--- config.mk ---
export PLATFORM = sky130hd
export DESIGN_NAME = bitonic_sorter8_flat
export DESIGN_NICKNAME = d
export VERILOG_FILES = /design/src/rtl/bitonic_pkg.sv /design/src/rtl/bitonic_sorter8_if.sv /design/src/rtl/BITONIC_AS.sv /design/src/rtl/bitonic_sorter8.sv /design/src/flat_wrapper.sv
export SDC_FILE = /design/constraint.sdc
export NUM_CORES = 1
export LEC_CHECK = 0
export ABC_AREA = 1
export BUFFER_PORTS_ARGS = -buffer_cell sky130_fd_sc_hd__buf_2
export CORE_ASPECT_RATIO = 0.9
export CORE_MARGIN = 3
export CORE_UTILIZATION = 30
export DETAILED_ROUTE_END_ITERATION = 10
export PLACE_DENSITY = 0.53
export SLEW_MARGIN = 15
export SYNTH_ARGS = -nofsm -noshare
export SYNTH_HDL_FRONTEND = slang
export SYNTH_SLANG_ARGS = --single-unit
--- constraint.sdc ---
create_clock -name clk -period 4.9 [get_ports clk]
set_input_delay 0.49 -clock clk [delete_from_list [all_inputs] [get_ports clk]]
set_output_delay 0.49 -clock clk [all_outputs]
set_load 0.1 [all_outputs]
--- src/rtl/bitonic_pkg.sv ---
// Shared constants, state encoding and stage tables for the 8-element bitonic sorter.
package bitonic_pkg;

  localparam int N      = 8;
  localparam int DW     = 8;
  localparam int STAGES = 6;

  typedef enum logic [1:0] {
    IDLE = 2'd0,
    LOAD = 2'd1,
    SORT = 2'd2,
    OUT  = 2'd3
  } state_e;

  // Indexed by the stage counter; entries 6 and 7 are never used while sorting.
  localparam logic [3:0] K_TAB [8] = '{4'd2, 4'd4, 4'd4, 4'd8, 4'd8, 4'd8, 4'd8, 4'd8};
  localparam logic [2:0] J_TAB [8] = '{3'd1, 3'd2, 3'd1, 3'd4, 3'd2, 3'd1, 3'd1, 3'd1};

  // Lower index of the lane-th pair: the lane number with a 0 inserted at bit log2(j).
  function automatic logic [2:0] pair_lo(input logic [1:0] lane, input logic [2:0] j);
    logic [2:0] lo;
    case (j)
      3'd1:    lo = {lane, 1'b0};
      3'd2:    lo = {lane[1], 1'b0, lane[0]};
      3'd4:    lo = {1'b0, lane};
      default: lo = {lane, 1'b0};
    endcase
    return lo;
  endfunction

endpackage

--- src/rtl/bitonic_sorter8_if.sv ---
// Load and drain handshakes of the bitonic sorter.
// Both channels are valid/ready: a beat transfers on a rising edge where valid and ready are both high;
// the sender holds valid and data stable until that edge.
interface bitonic_sorter8_if;
  logic                     in_valid;
  logic [bitonic_pkg::DW-1:0] in_data;
  logic                     in_ready;
  logic                     out_valid;
  logic [bitonic_pkg::DW-1:0] out_data;
  logic                     out_ready;
  logic                     busy;

  modport slave (
    input  in_valid, in_data, out_ready,
    output in_ready, out_valid, out_data, busy
  );

  modport master (
    output in_valid, in_data, out_ready,
    input  in_ready, out_valid, out_data, busy
  );
endinterface

--- src/rtl/BITONIC_AS.sv ---
// Ascending compare-and-swap: out1 is the smaller byte, out2 the larger; equal inputs pass straight through.
module BITONIC_AS
  import bitonic_pkg::*;
(
  input  logic [DW-1:0] in1,
  input  logic [DW-1:0] in2,
  output logic [DW-1:0] out1,
  output logic [DW-1:0] out2
);

  logic swap;

  assign swap = (in1 > in2);
  assign out1 = swap ? in2 : in1;
  assign out2 = swap ? in1 : in2;

endmodule

--- src/rtl/bitonic_sorter8.sv ---
// Sequential 8-byte bitonic sorter: serial load, six network stages on four shared lanes, serial drain.
module bitonic_sorter8
  import bitonic_pkg::*;
#(
  parameter bit OUT_DESC = 1'b0
) (
  input  logic              clk,
  input  logic              rst_n,
  bitonic_sorter8_if.slave  bus,
  output state_e            dbg_state_o
);

  state_e          state_q, state_d;
  logic [DW-1:0]   r_q [N];
  logic [DW-1:0]   r_d [N];
  logic [2:0]      li_q, li_d;
  logic [2:0]      sc_q, sc_d;
  logic [2:0]      oi_q, oi_d;

  logic            in_fire;
  logic            out_fire;
  logic [2:0]      rd_idx;

  logic [3:0]      k_cur;
  logic [2:0]      j_cur;
  logic [2:0]      lo_idx [4];
  logic [2:0]      hi_idx [4];
  logic            asc    [4];
  logic [DW-1:0]   l_in1  [4];
  logic [DW-1:0]   l_in2  [4];
  logic [DW-1:0]   l_out1 [4];
  logic [DW-1:0]   l_out2 [4];

  assign bus.in_ready  = (state_q == IDLE) || (state_q == LOAD);
  assign bus.out_valid = (state_q == OUT);
  assign bus.busy      = (state_q == SORT) || (state_q == OUT);
  assign in_fire       = bus.in_valid && bus.in_ready;
  assign out_fire      = bus.out_valid && bus.out_ready;
  // For a 3-bit index, 7 - oi is simply the bitwise complement.
  assign rd_idx        = OUT_DESC ? ~oi_q : oi_q;
  assign bus.out_data  = (state_q == OUT) ? r_q[rd_idx] : '0;
  assign dbg_state_o   = state_q;

  always_comb begin
    k_cur = K_TAB[sc_q];
    j_cur = J_TAB[sc_q];
    for (int l = 0; l < 4; l++) begin
      lo_idx[l] = pair_lo(2'(l), j_cur);
      hi_idx[l] = lo_idx[l] | j_cur;
      asc[l]    = (({1'b0, lo_idx[l]} & k_cur) == 4'd0);
      l_in1[l]  = r_q[lo_idx[l]];
      l_in2[l]  = r_q[hi_idx[l]];
    end
  end

  for (genvar g = 0; g < 4; g++) begin : g_lane
    BITONIC_AS u_as (
      .in1  (l_in1[g]),
      .in2  (l_in2[g]),
      .out1 (l_out1[g]),
      .out2 (l_out2[g])
    );
  end

  always_comb begin
    state_d = state_q;
    r_d     = r_q;
    li_d    = li_q;
    sc_d    = sc_q;
    oi_d    = oi_q;
    case (state_q)
      IDLE: begin
        if (in_fire) begin
          r_d[0]  = bus.in_data;
          li_d    = 3'd1;
          state_d = LOAD;
        end
      end
      LOAD: begin
        if (in_fire) begin
          r_d[li_q] = bus.in_data;
          li_d      = li_q + 3'd1;
          if (li_q == 3'd7) begin
            sc_d    = 3'd0;
            state_d = SORT;
          end
        end
      end
      SORT: begin
        // Pairs are disjoint, so all four lane results land on the same edge without conflict.
        for (int l = 0; l < 4; l++) begin
          if (asc[l]) begin
            r_d[lo_idx[l]] = l_out1[l];
            r_d[hi_idx[l]] = l_out2[l];
          end else begin
            r_d[lo_idx[l]] = l_out2[l];
            r_d[hi_idx[l]] = l_out1[l];
          end
        end
        sc_d = sc_q + 3'd1;
        if (sc_q == 3'(STAGES - 1)) begin
          sc_d    = 3'd0;
          oi_d    = 3'd0;
          state_d = OUT;
        end
      end
      OUT: begin
        if (out_fire) begin
          oi_d = oi_q + 3'd1;
          if (oi_q == 3'd7) begin
            state_d = IDLE;
          end
        end
      end
      default: state_d = IDLE;
    endcase
  end

  always_ff @(posedge clk or negedge rst_n) begin
    if (!rst_n) begin
      state_q <= IDLE;
      li_q    <= '0;
      sc_q    <= '0;
      oi_q    <= '0;
      for (int i = 0; i < N; i++) begin
        r_q[i] <= '0;
      end
    end else begin
      state_q <= state_d;
      li_q    <= li_d;
      sc_q    <= sc_d;
      oi_q    <= oi_d;
      for (int i = 0; i < N; i++) begin
        r_q[i] <= r_d[i];
      end
    end
  end

endmodule

--- src/flat_wrapper.sv ---
// flat-port wrapper written by rule: the top's interface ports become plain ports
module bitonic_sorter8_flat import bitonic_pkg::*;
#(
  parameter bit OUT_DESC = 1'b0
)
  (clk, rst_n, dbg_state_o, bus_in_valid, bus_in_data, bus_out_ready, bus_in_ready, bus_out_valid, bus_out_data, bus_busy);
  bitonic_sorter8_if bus_i ();
  input  logic clk;
  input  logic rst_n;
  output state_e dbg_state_o;
  input wire logic [$bits(bus_i.in_valid)-1:0] bus_in_valid;
  input wire logic [$bits(bus_i.in_data)-1:0] bus_in_data;
  input wire logic [$bits(bus_i.out_ready)-1:0] bus_out_ready;
  output wire logic [$bits(bus_i.in_ready)-1:0] bus_in_ready;
  output wire logic [$bits(bus_i.out_valid)-1:0] bus_out_valid;
  output wire logic [$bits(bus_i.out_data)-1:0] bus_out_data;
  output wire logic [$bits(bus_i.busy)-1:0] bus_busy;
  assign bus_i.in_valid = bus_in_valid;
  assign bus_i.in_data = bus_in_data;
  assign bus_i.out_ready = bus_out_ready;
  assign bus_in_ready = bus_i.in_ready;
  assign bus_out_valid = bus_i.out_valid;
  assign bus_out_data = bus_i.out_data;
  assign bus_busy = bus_i.busy;
  bitonic_sorter8 #(.OUT_DESC(OUT_DESC)) u_core (.clk(clk), .rst_n(rst_n), .bus(bus_i), .dbg_state_o(dbg_state_o));
endmodule
==> After elaboration in Yosys (flattened, before gate mapping) <==
Memories as Yosys holds them, arrays and structs flattened.
Index checks and enable logic that the tools add are counted.
{ "totals": {"out_inout_bits": 13, "n_memories": 2, "regBits": 75, "mem_bits_ro": 56, "elab_cells": 193} }
{ "memory_table": {"columns": ["name", "words", "width", "rd", "rd_clocked_by_memory_dff", "wr", "line", "rtl"], "rows": [
  ["(no name shown)", 8, 4, 1, 0, 0, "bitonic_sorter8.sv:45", "k_cur = K_TAB[sc_q];"],
  ["(no name shown)", 8, 3, 1, 0, 0, "bitonic_sorter8.sv:46", "j_cur = J_TAB[sc_q];"]
]} }
{ "op_classes": {"addsub": 3, "order_cmp": 22, "reduce_logical": 27, "mux": 97, "n_eq_ne": 14, "n_bitwise": 16} }
{ "op_table": {"columns": ["op", "count"], "rows": [
  ["64-bit bitwise mux", 14],
  ["64-bit two-way mux", 7],
  ["8-bit two-way mux", 34],
  ["8-bit binary-select mux with 3-bit select", 8],
  ["8-bit demux with 3-bit select", 8],
  ["56-bit case mux with 2 select lines", 1],
  ["4-bit >= comparator (second input constant)", 10],
  ["3-bit NOT with 4-bit output", 10],
  ["8-bit > comparator", 4],
  ["4-bit by 1-bit < comparator with 1-bit output (second input constant)", 8],
  ["3-bit two-way mux", 10],
  ["3-bit case mux with 2 select lines", 4],
  ["8-bit case mux with 3 select lines", 1],
  ["2-bit two-way mux", 7],
  ["3-bit by 4-bit bitwise AND with 4-bit output", 3],
  ["3-bit == test (second input constant)", 4],
  ["4-bit zero test", 3],
  ["3-bit AND reduction", 4],
  ["1-bit logical AND", 10],
  ["3-bit by 1-bit adder with 3-bit output (second input constant)", 3],
  ["3-bit bitwise OR", 3],
  ["4-bit two-way mux", 2],
  ["2-bit inequality test (second input constant)", 4],
  ["2-bit case mux with 4 select lines", 1],
  ["other kinds (11)", 16]
]} }

==> Depth between registers and ports, before layout <==
{ "depth": {"ltp_word": 26, "mapped_depth": 34, "depth_no_buf": 31} }

==> Hierarchy <==
Synthesis repeated with hierarchy kept, for this count alone.
{ "unflattened": {"cells_unflattened": 1767, "area_unflattened_um2": 10373.7} }
{ "by_module_without_submodules": {"columns": ["mod", "area_per_inst_um2", "seq_area_each_um2", "cells_each", "instances"], "rows": [
  ["bitonic_sorter8", 8206.6, 1876.8, 1419, 1],
  ["BITONIC_AS", 541.8, 0.0, 87, 4]
]} }

==> Worst setup path after synthesis <==
Ideal clock, no wire load.
{ "synth_path": {"kind": "register -> output", "start": "register u_core.state_q[0], in the netlist u_core.dbg_state_o[0]", "end": "output bus_out_data[4]", "n_path_buf": 0, "path_slack_ns": -0.092, "arrival_ns": 4.502, "path_stages_with_launch": 4, "cell_sequence": "dfrtp_1 -> ha_1 -> inv_1 -> a311oi_1"} }
{ "synth_between": {"elab_chain_cells": 2} }
{ "synth_lines": {"columns": ["item", "line", "rtl"], "rows": [
  ["from (decl)", "bitonic_sorter8.sv:13", "state_e state_q, state_d;"],
  ["from (signal assigned)", "bitonic_sorter8.sv:129", "state_q <= state_d;"],
  ["2-bit == test", null, null],
  ["via bus_out_valid", "flat_wrapper.sv:15", "output wire logic [$bits(bus_i.out_valid)-1:0] bus_out_valid;"],
  ["8-bit two-way mux", "bitonic_sorter8.sv:41", "assign bus.out_data = (state_q == OUT) ? r_q[rd_idx] : '0;"],
  ["to (decl)", "flat_wrapper.sv:16", "output wire logic [$bits(bus_i.out_data)-1:0] bus_out_data;"]
]} }
The timed path passes the listed nets, and every way through them passes these cells.

==> Final worst setup path <==
{ "layout_path": {"start": "register u_core.sc_q[0]", "end": "register u_core.r_q[15] (netlist name)"} }
{ "layout_between": {"elab_chain_cells": 26, "elab_cells_between_ends": 116} }
{ "layout_lines": {"columns": ["item", "line", "rtl"], "rows": [
  ["from (decl)", "bitonic_sorter8.sv:17", "logic [2:0] sc_q, sc_d;"],
  ["from (signal assigned)", "bitonic_sorter8.sv:123", "sc_q <= '0;"],
  ["from (signal assigned)", "bitonic_sorter8.sv:131", "sc_q <= sc_d;"],
  ["3-bit NOT with 4-bit output (not written as such) (*)", "bitonic_sorter8.sv:45, bitonic_sorter8.sv:46", null],
  ["memory read 8 x 3 bit", null, null],
  ["3-bit two-way mux (not written as such) (2 in a row)", "bitonic_sorter8.sv:46", null],
  ["3-bit by 2-bit == test with 1-bit output or 3-bit == test (tied branches)", "bitonic_pkg.sv:22", "case (j)"],
  ["2-bit OR reduction (no source line)", null, null],
  ["2-bit two-way mux", "bitonic_pkg.sv:22", null],
  ["3-bit bitwise OR", "bitonic_sorter8.sv:49", "hi_idx[l] = lo_idx[l] | j_cur;"],
  ["3-bit NOT with 4-bit output (not written as such)", "bitonic_sorter8.sv:52, bitonic_sorter8.sv:94, bitonic_sorter8.sv:97", null],
  ["[9 not listed]", null, null],
  ["64-bit bitwise mux (on tied branches)", "bitonic_sorter8.sv:96, bitonic_sorter8.sv:93", null],
  ["64-bit bitwise mux (on tied branches)", "bitonic_sorter8.sv:97, bitonic_sorter8.sv:94", null],
  ["64-bit two-way mux", "bitonic_sorter8.sv:92", "if (asc[l]) begin"],
  ["64-bit two-way mux", "bitonic_sorter8.sv:71", "case (state_q)"],
  ["64-bit bitwise mux (on tied branches)", "bitonic_sorter8.sv:96, bitonic_sorter8.sv:93", null],
  ["64-bit bitwise mux (on tied branches)", "bitonic_sorter8.sv:97, bitonic_sorter8.sv:94", null],
  ["64-bit two-way mux (*)", "bitonic_sorter8.sv:92", null],
  ["56-bit case mux with 2 select lines (*)", "bitonic_sorter8.sv:71", null],
  ["to (signal, indexed assignment)", "bitonic_sorter8.sv:134", "r_q[i] <= r_d[i];"],
  ["to (decl)", "bitonic_sorter8.sv:14", "logic [DW-1:0] r_q [N];"]
]} }
Every way passes the cells marked *; elsewhere a longest branch is shown, timed or not. The select of a mux whose other input is x is not followed.
A chain may end at the register's enable or synchronous reset.

==> summary.md <==
| Metric | Value |
|---|---|
| Crit start category | `register` |
| Async S/R FF share, synth | `100%` |
| Slowest Stage Delay on Critical Path | `about 0.46 ns` |
| Ratio of cells with drive above 1 in the final layout | `between 10 and 15%` |
| Post-CTS Hold Buffers | `0` |
| Slew HR | `15.3%` |
| Place WS | `-0.0937 ns` |
| Initial DRC Count | `1910` |
| Setup Viol. Count Final | `0` |
| Worst-path maximum fanout | `31` |
| Yosys top cell area share | `18.6%` |
| DRT Wirelength | `between 60 and 70 mm` |
| Synth cell count leaders | `497 x nand2_1, 229 x o21ai_0, 178 x inv_1` |
| DR WL met3 | `7.94 mm` |
| Antenna violations before repair | `1` |
| GRT Overall Usage | `33.9%` |
| Fmax achieved | `213 MHz` |
| Initial Utilization | `~31%` |
| CP Data Arrival Time | `4.96 ns` |
| Crit path buffers/inverters | `6` |
| Placer Congestion | `~1.1` |
| Worst Hold Class | `in2async` |
| Vias after detailed routing | `between 10000 and 15000` |
| Die width | `~200 µm` |
| Post-route minimum period | `4.70 ns` |
| Setup CP Type | `reg2reg` |
| Status | `finished, final reports clean` |
| Worst-Skew Late Latency | `approximately 0.38 ns` |
| Clock root buffer | `clkbuf_16` |
| Die H | `180 µm` |
| Most used cell along the critical path | `nand2_1` |
| Largest delay contributor family on the critical path | `simple AND/OR/NAND/NOR gates` |
| Final Hold Viols | `0` |
| Syn Nets | `1828` |
| Data required, critical path | `~5.2 ns` |
| Port bufs | `24` |
| Most common cell in the netlist | `nand2_1` |
| Synth Area per Inst | `5.70 µm²` |
| Vias in the first global route | `between 10000 and 15000` |
| Hold WS | `around 0.083 ns` |
| Core Region | `33000 µm²` |
| Clock buffer count from CTS | `9` |
| Sequential area share after synthesis | `18.6%` |
| Worst Setup Slack, final | `slightly above 0.2 ns` |
| CP max stage cell | `dfrtp_2` |
| Total grt overflow | `0` |
| Routed length on met2 | `25.1 mm` |
| Largest area contributor in the netlist | `dfrtp_1` |
| HPWL after DPL | `49.6 mm` |
| Slew Viols, Final | `0` |
| First-pass GRT wire length | `88.0 mm` |
| Average routed wire per standard cell | `27.0 µm` |
| Critical path capture point type | `register` |
| Max-Cap Viols | `0` |
| Final Skew | `0.0106 ns` |
| Post-DRT Antenna Nets | `0` |
| Yosys warning count | `0` |
| Largest net degree at the start of global routing | `46` |
| CTS H-Tree Depth | `3` |
| Drt via density | `5.95` |
| Die Footprint | `35900 µm²` |
| Ys flop type | `dfrtp_1` |
| Clk slew on worst S/H paths | `0.08 ns` |
| Post-route DRC violation count | `0` |
| Max clock buf depth | `2` |
| 1st-pass router iterations | `8` |
| Filler instances | `approximately 3700` |
| CTS tree | `built` |
| Part of the cycle the worst path needs | `95.9%` |
| Boundary Pins | `25` |
| Top cells by area, synth | `dfrtp_1 19%, nand2_1 18%, o21ai_0 11%` |
| Worst-Margin Slew | `approximately 1.3 ns` |
| Synth Register Bits | `75` |
| Library cells used by synthesis | `46` |
| Post-synth EDFFs | `0` |
| DR top layer | `met4` |
| Post-synthesis cell area | `10100 µm²` |
| Synthesized instance count | `between 1500 and 2000` |
| Rows | `63` |
| P&R area growth vs syn | `19.7%` |
| NumNets Final | `1932` |
| WL met1 | `26.3 mm` |
| Clk sinks | `75` |
[kinds of logic (layout without fill, tap and decap cells)]
| kind of cell | count (synthesis) | in the layout | share of synthesized area, % |
|---|---|---|---|
| buffers and inverters | 282 | 391 | 11.1 |
| multiplexers | 1 | 1 | 0.0992 |
| AND/OR/NAND/NOR | 813 | 813 | 33.9 |
| other | 0 | 1 | 0 |
| flip-flops | 75 | 75 | 18.6 |
| XOR/XNOR | 1 | 1 | 0.0868 |
| adder cells (fa/ha/maj) | 45 | 45 | 5.58 |
| AO/OA/AOI/OAI | 554 | 554 | 30.7 |
[cell type report]
class                      count  area, µm²  area share [%]
timing repair buffer         182       1380            11.4
tap                          422        528            4.37
antenna                        1       2.50          0.0207
inverter                     193        729            6.04
multi-input combinational   1414       7250            60.1
sequential                    75       1880            15.6
clock inverter                 7       81.3           0.674
clock buffer                   9        225            1.87
[final timing paths]
kind                                      from             end  slack, ns  cells after the start
min in group clk                bus_in_data[3]  u_core.r_q[59]       0.39                      3
worst min register to register  u_core.r_q[12]  u_core.r_q[12]       0.54                      2
max in group asynchronous                rst_n  u_core.sc_q[0]       3.74                      2
worst max register to register  u_core.sc_q[0]  u_core.r_q[15]       0.20                     29
worst min-delay path                     rst_n  u_core.r_q[19]       0.08                      1
worst max-delay path            u_core.sc_q[0]  u_core.r_q[15]       0.20                     29
[per-layer routing]
metal,global-route usage (%),vias to the layer above
li1,-,6163
met1,48.4,6504
met2,47.5,891
met3,10.7,150
met4,12.7,0
met5,0,-
[cell usage in the layout, fill, tap and decap left out, types with 13 or more instances in the layout]
cell / count
a31oi_1: 18
a21oi_1: 144
buf_2: 23
nand3_1: 104
nor2_1: 138
o211ai_1: 61
nor3_1: 13
nand2_1: 494
dfrtp_1: 74
inv_1: 176
ha_1: 44
o21ai_0: 217
o21ai_1: 51
buf_4: 153
[sequential cells by signal, indices dropped and copies added (netlist names)]
name                flops
u_core.dbg_state_o      2
u_core.sc_q             3
u_core.li_q             3
u_core.oi_q             3
u_core.r_q             64
[per-stage QoR]
step	instances	area, µm²	util, %	TNS (ns)
6_report	2303	12100	36.6	0
5_1_grt	2302	12100	36.5	-0.0306
4_1_cts	2301	11900	36.1	0
3_5_place_dp	2283	11600	35.1	-0.297
3_3_place_gp	2283	11600	35.1	0
2_1_floorplan	1771	10100	-	0
[timing repair]
item | CTS | global route
pin swaps | 0 | 1
buffers inserted | 2 | 1
endpoints found under the setup margin | 20 | 45
endpoints found under the hold margin | 0 | 0
gates resized for setup | 3 | 46
Power is left out: the tool's default activity adds up to more than one toggle a clock period on the data nets, which glitch-free logic cannot reach.
